$ cat src/rtl/dmem_arbiter.sv
// Shares the single-port data memory between the CPU (default priority) and a host/debug port.
// Optional feature macro DMEM_ARB_STATS_EN adds a saturating CPU stall counter (stall_count, stats_clr).
module dmem_arbiter #(
  parameter int ADDR_W    = 4,
  parameter int DATA_W    = 8,
  parameter int MAX_WAIT  = 4,
  parameter int BURST_MAX = 4
) (
  input  logic              clk,
  input  logic              rst,
  input  logic              cpu_req,
  input  logic              cpu_we,
  input  logic [ADDR_W-1:0] cpu_addr,
  input  logic [DATA_W-1:0] cpu_wdata,
  output logic [DATA_W-1:0] cpu_rdata,
  output logic              cpu_stall,
  input  logic              host_req,
  input  logic              host_we,
  input  logic              host_lock,
  input  logic [ADDR_W-1:0] host_addr,
  input  logic [DATA_W-1:0] host_wdata,
  output logic              host_gnt,
  output logic              host_rvalid,
  output logic [DATA_W-1:0] host_rdata,
  output logic              mem_en,
  output logic              mem_we,
  output logic [ADDR_W-1:0] mem_addr,
  output logic [DATA_W-1:0] mem_wdata,
  input  logic [DATA_W-1:0] mem_rdata,
`ifdef DMEM_ARB_STATS_EN
  input  logic              stats_clr,
  output logic [15:0]       stall_count,
`endif
  output logic [1:0]        dbg_state
);

  // Handshake: the host holds req/we/addr/wdata stable until host_gnt; the access happens in the
  // grant cycle, and a granted read returns host_rdata with a one-cycle host_rvalid pulse next cycle.
  // dbg_state encoding: 0 = IDLE, 1 = CPU_OWN, 2 = HOST_OWN.
  typedef enum logic [1:0] {
    IDLE     = 2'd0,
    CPU_OWN  = 2'd1,
    HOST_OWN = 2'd2
  } state_t;

  localparam logic [3:0] WAIT_LIMIT = 4'(MAX_WAIT);
  localparam logic [3:0] BURST_LAST = 4'(BURST_MAX - 1);

  state_t            r_state;
  state_t            w_state_nxt;
  logic [3:0]        r_wait_cnt;
  logic [3:0]        w_wait_nxt;
  logic [3:0]        r_burst_cnt;
  logic [3:0]        w_burst_nxt;
  logic              r_host_rvalid;
  logic [DATA_W-1:0] r_host_rdata;
  logic              w_host_win;
  logic              w_cpu_win;

  always_comb begin
    w_host_win = host_req & ((r_state == HOST_OWN) | ~cpu_req | (r_wait_cnt == WAIT_LIMIT));
    w_cpu_win  = cpu_req & ~w_host_win;
    // Everything combinational is held at zero while reset is asserted.
    host_gnt   = rst & w_host_win;
    cpu_stall  = rst & cpu_req & w_host_win;
    mem_en     = rst & (w_host_win | w_cpu_win);
    mem_we     = rst & (w_host_win ? host_we : (w_cpu_win & cpu_we));
    mem_addr   = '0;
    mem_wdata  = '0;
    if (rst) begin
      mem_addr  = w_host_win ? host_addr  : cpu_addr;
      mem_wdata = w_host_win ? host_wdata : cpu_wdata;
    end
  end

  always_comb begin
    w_state_nxt = IDLE;
    w_burst_nxt = '0;
    w_wait_nxt  = '0;
    if (host_req & ~w_host_win) begin
      w_wait_nxt = (r_wait_cnt == WAIT_LIMIT) ? r_wait_cnt : r_wait_cnt + 4'd1;
    end
    if (w_host_win) begin
      // burst_cnt is zero outside HOST_OWN, so entry and continuation share one path;
      // the grant that completes BURST_MAX locked grants hands ownership back to the CPU.
      if (host_lock) begin
        if (r_burst_cnt >= BURST_LAST) begin
          w_state_nxt = CPU_OWN;
        end else begin
          w_state_nxt = HOST_OWN;
          w_burst_nxt = r_burst_cnt + 4'd1;
        end
      end
    end else if (w_cpu_win) begin
      w_state_nxt = CPU_OWN;
    end
  end

  always_ff @(posedge clk or negedge rst) begin
    if (!rst) begin
      r_state       <= IDLE;
      r_wait_cnt    <= '0;
      r_burst_cnt   <= '0;
      r_host_rvalid <= 1'b0;
      r_host_rdata  <= '0;
    end else begin
      r_state       <= w_state_nxt;
      r_wait_cnt    <= w_wait_nxt;
      r_burst_cnt   <= w_burst_nxt;
      r_host_rvalid <= w_host_win & ~host_we;
      if (w_host_win & ~host_we) begin
        r_host_rdata <= mem_rdata;
      end
    end
  end

`ifdef DMEM_ARB_STATS_EN
  logic [15:0] r_stall_count;

  always_ff @(posedge clk or negedge rst) begin
    if (!rst) begin
      r_stall_count <= '0;
    end else if (stats_clr) begin
      r_stall_count <= '0;
    end else if (cpu_stall && (r_stall_count != 16'hFFFF)) begin
      r_stall_count <= r_stall_count + 16'd1;
    end
  end

  assign stall_count = r_stall_count;
`endif

  assign cpu_rdata   = mem_rdata;
  assign host_rvalid = r_host_rvalid;
  assign host_rdata  = r_host_rdata;
  assign dbg_state   = r_state;

endmodule

$ cat config.mk
export PLATFORM = sky130hd
export DESIGN_NAME = dmem_arbiter
export DESIGN_NICKNAME = d
export VERILOG_FILES = /design/src/rtl/dmem_arbiter.sv
export SDC_FILE = /design/constraint.sdc
export NUM_CORES = 1
export LEC_CHECK = 0
export BUFFER_PORTS_ARGS = -buffer_cell sky130_fd_sc_hd__buf_2
export CAP_MARGIN = 20
export CORE_MARGIN = 5
export CORE_UTILIZATION = 37
export DETAILED_ROUTE_END_ITERATION = 16
export PLACE_DENSITY = 0.75
export SLEW_MARGIN = 5
export SYNTH_ARGS = -nofsm -noshare
export SYNTH_HDL_FRONTEND = slang
export SYNTH_SLANG_ARGS = --single-unit
export TNS_END_PERCENT = 100
$ cat constraint.sdc
create_clock -name clk -period 1.5 [get_ports clk]
set_input_delay 0.225 -clock clk [delete_from_list [all_inputs] [get_ports clk]]
set_output_delay 0.225 -clock clk [all_outputs]
set_load 0.02 [all_outputs]
# Word-level counts from Yosys, hierarchy flattened

Cells that the tools add are included.
W data, S select, Z words.

Bitwise operators: 16
Order comparisons: 1
Equal/unequal tests: 3
Add/subtract/negate cells: 2
Muxes and demuxes: 14

Operators by type and width:

| operator              | number |
|---|---|
| $mux W4               | 7 |
| $mux W8               | 2 |
| $and A1 B1 Y1         | 10 |
| $add A4 B1 Y4 const B | 2 |
| $mux W2               | 3 |
| $eq A4 B3 Y1 const B  | 1 |
| $ge A4 B2 Y1 const B  | 1 |
| $not A1 Y1            | 3 |
| $or A1 B1 Y1          | 3 |
| $eq A2 B2 Y1 const B  | 1 |
| $mux W1               | 2 |
| $ne A2 B2 Y1 const B  | 1 |

Bits in registers: 19
Word-level logic and storage cells: 41
Output and inout port bits: 35

# Longest topological paths before layout

Depth in word-level cells: 9
Depth in mapped cells: 6
Mapped depth without buffers: 5

# Worst setup path before layout

No wires, ideal clock.

Path type: reg-to-output
Start: reg r_wait_cnt[0]
End: out mem_addr[0]
Cell stages (with the launch flop): 7
Required time: 1.275 ns
Data arrival time: 1.728 ns
Setup slack: -0.453 ns
Path buffers: 1
Path through: dfrtp_1 inv_1 ha_1 nand3b_4 a31oi_4 buf_4 mux2i_1

Cells in the longest elaborated chain, start to end: 5

Ends and longest elaborated chain:

| element                | RTL line | source |
|---|---|---|
| start, declared        | 51       | `logic [3:0] r_wait_cnt;` |
| start signal, assigned | 108      | `r_wait_cnt <= w_wait_nxt;` |
| $eq A4 B3 Y1           | 61       | `w_host_win = host_req & ((r_state == HOST_OWN) \| ~cpu_req \| (r_wait_cnt == WAIT_LIMIT));` |
| $or A1 B1 Y1           | 61       |  |
| $and A1 B1 Y1          | 61       |  |
| $mux W4                | 71       | `mem_addr = w_host_win ? host_addr : cpu_addr;` |
| $mux W4                | 70       | `if (rst) begin` |
| end, declared          | 27       | `output logic [ADDR_W-1:0] mem_addr,` |

No other way between the ends.

# Final worst setup path

Start: reg r_wait_cnt[0]
End: out mem_we

Cells in the longest elaborated chain, start to end: 8

Ends and longest elaborated chain:

| element         | RTL line | source |
|---|---|---|
| $eq A4 B3 Y1 *  | 61       |  |
| $or A1 B1 Y1 *  | 61       |  |
| $and A1 B1 Y1 * | 61       |  |
| $not A1 Y1      | 62       | `w_cpu_win = cpu_req & ~w_host_win;` |
| $and A1 B1 Y1   | 62       |  |
| $and A1 B1 Y1   | 67       | `mem_we = rst & (w_host_win ? host_we : (w_cpu_win & cpu_we));` |
| $mux W1 *       | 67       |  |
| $and A1 B1 Y1 * | 67       |  |
| end, declared   | 26       | `output logic mem_we,` |

Every way passes the cells marked *; elsewhere a longest branch is shown, timed or not.

==> key figures <==
Synth
  • Yosys top cell area share: 42.4%
  • Largest cells by area after synthesis: dfrtp_1 42%, mux2i_1 12%, mux2_2 9.0%, nand2_1 8.4%, buf_4 6.0%
  • Mapped Cells: between 100 and 150
  • Synth Cell Area: 0.00112 mm2
  • Yosys top cell by area: dfrtp_1
  • Commonest cells in the netlist: 25 x nand2_1, 19 x dfrtp_1, 13 x mux2i_1
  • Post-synth ARST share: 100%
  • Synth Register Bits: 19
  • Main synth FF type: dfrtp_1
  • Post-Synthesis Mean Instance Area: 10.4 um2
  • Most frequent cell after synthesis: nand2_1
  • Number of synthesized flops with an enable pin: 0
  • Cell variety after synth: 26
  • Warnings from Yosys: 0
  • Post-synthesis sequential area ratio: 42.4%

Global routing
  • First-pass GRT wire length: 5000 um
  • Largest net degree at the start of global routing: 32
  • Initial antenna violation count: 0
  • GRT Overall Usage: 15.2%
  • Number of global-route vias before repair: 1,144
  • Grt total ovfl: 0

Power
  • Tot Pwr: 1.39 mW
  • NetSw: 0.447 mW
  • Leakage: between 0.9 and 1 nW
  • Seq pwr share: a little over two fifths
  • Power density cells: 724 mW/mm2
  • Pint: between 0.9 and 1 mW
  • Sw frac: 32.0%
  • VDD IR max: 605 uV
  • Combinational group share of total power: between 40% and 50%
  • Clock power share: 17.4%

Layout
  • Nets: 235
  • Area delta synth->final: 71.7%
  • Final non-filler cell total: 225
  • Ant diodes: 0
  • Layout cells sized above 1: 64.6%

Route
  • DRC Markers: 0
  • Final Routed Wirelength: 3180 um
  • Antenna Violating Nets Remaining: 0
  • Via count: between 1,000 and 1,500
  • Vias/cell: 4.76
  • Pre-Repair DR Iteration Count: 4
  • Initial DRC Count: 15
  • Avg WL per Cell: 14.1 um

Critical path
  • Crit path buf inv count: 3
  • Worst setup path start: r_wait_cnt[0]$_DFFE_PN0P_
  • Arr. time, crit path: 1.80 ns
  • R2R Path Start: r_wait_cnt[0]$_DFFE_PN0P_
  • Worst R2R Setup Slack: -0.45 ns
  • Endpoint type of the worst setup path: output port
  • Critical path's top delay family: buffers and inverters
  • Slowest cell delay on critical path: 0.40 ns
  • Worst path cell trace: inv_2 > ha_4 > nand3b_4 > a31oi_4 > clkbuf_16 > mux2i_2 > buf_4
  • Worst Path Required: 1.27 ns
  • CP startpoint kind: flip-flop
  • Critical path class: flip-flop to output port
  • Crit Path Max Fanout: 6
  • Slowest CP cell: dfrtp_1

CTS
  • # hold bufs at CTS: 0
  • Worst skew pair latency: roughly 0.28 ns
  • CTS tree: built
  • CTS sink count: 19
  • Root Driver: clkbuf_4
  • H-tree depth: 1
  • CTS buffer count: 3
  • Clock Tree Buf Depth: 2
  • Clock transition at the registers of the reported paths: approximately 0.10 ns

Outcome
  • Status: finished with violations
  • Failing checks: setup timing

Timing
  • Max-slew violations: 0
  • Final Critical Period: 2.03 ns
  • Count of final setup violators: 25
  • Endpoints failing hold: 0
  • Setup TNS: -10.82 ns
  • RSZ-0062 raised after global routing: yes
  • Setup ws final: -0.528 ns
  • Fmax: 0.493 GHz
  • Period utilisation layout: 135%
  • Clk_skew: 0.00127 ns

Hold path
  • Worst hold path type: primary input to flip-flop
  • Hold Startpoint: mem_rdata[2]

Die
  • Ports: 74
  • Die Y: 65.1 um
  • Initial Utilization: 37.7%
  • Die Area: 0.00423 mm2
  • FP Rows: 20
  • Core box area: 0.00298 mm2
  • Die X: 65.1 um

Placement
  • DP Wirelength: 2380 um
  • DP Cell Count: 214
  • Port-buffer cells: 73
  • GPL Wtd Cong: 0.699

Run
  • Max Cap Viol: 0
-- worst paths after layout --
kind                                                  end  cells after the start
max in group asynchronous       r_wait_cnt[2]$_DFFE_PN0P_                      2
worst max-delay path                               mem_we                      7
worst max register to register  host_rdata[1]$_DFFE_PN0P_                      9
min in group asynchronous          dbg_state[1]$_DFF_PN0_                      2
worst min register to register  host_rdata[6]$_DFFE_PN0P_                      1
worst min-delay path            host_rdata[2]$_DFFE_PN0P_                      2
-- metal layers --
metal | GRT usage [%] | part of all wire (%)
met3 | 3.81 | 11
met1 | 15.4 | 37
met5 | 0 | 0
met4 | 4.66 | 0.44
met2 | 30.0 | 51
-- worst reg2reg max path: stages (launching register included) --
cell,delay (ns)
dfrtp_1,0.40
inv_2,0.08
ha_4,0.14
nand3b_4,0.09
buf_4,0.14
buf_4,0.13
a311oi_4,0.27
buf_4,0.19
buf_16,0.11
mux2_4,0.29
-- power by group through the flow --
stage                     registers, mW  clock network (mW)  logic [mW]
final                             0.592               0.242       0.560
after CTS                         0.591               0.258       0.561
after global placement            0.597                   0       0.482
after floorplan                   0.655                   0       0.265
after global routing              0.598               0.287       0.596
after detailed placement          0.598                   0       0.498
-- through the flow --
| step | hold WS (ns) | area [um2] | utilization [%] | setup slack [ns] |
|---|---|---|---|---|
| after CTS | 0.168 | 1920 | 64.5 | -0.571 |
| after global placement | 0.467 | 1710 | 57.4 | -0.251 |
| after floorplan | -0.0706 | 1280 | - | -0.339 |
| final | 0.180 | 1930 | 64.7 | -0.528 |
| after detailed placement | 0.476 | 1710 | 57.4 | -0.312 |
| after global routing | 0.157 | 1930 | 64.7 | -0.646 |
-- sequential cells by signal, indices dropped and copies added (netlist names) --
register     count
host_rvalid      1
r_burst_cnt      4
host_rdata       8
dbg_state        2
r_wait_cnt       4
-- timing repair --
action	in CTS	in global routing
buffers inserted	4	2
setup endpoints to repair	24	27
gates cloned	2	0
resized for setup	34	5
pin swaps	4	1
-- final cells by class --
class | instances | area (um2)
inverter | 4 | 15.0
clock buffer | 4 | 26.3
multi-input combinational | 73 | 721
fill | 225 | 1050
sequential | 19 | 475
timing repair buffer | 92 | 648
tap | 33 | 41.3
-- kinds of logic (layout without fill, tap and decap cells) --
logic type,count (synthesis),in the layout,synth area share (%)
AOI/OAI and AO/OA,3,3,4.91
xor gates and xnor gates,2,2,1.56
adders and majority gates,3,3,3.34
buffers and inverters,17,100,8.81
DFF,19,19,42.4
muxes,22,22,20.6
other,1,2,0.334
and+or+nand+nor,41,41,18.1
-- cells in the final DEF, fill, tap and decap left out, types with 3 or more instances in the layout --
cell,n
buf_4,17
nand2_1,25
mux2i_4,9
dfrtp_1,19
mux2_4,9
buf_2,58
clkbuf_4,3
nor2_1,4
buf_6,14
Note: power is estimated with default switching activity, not from simulation.
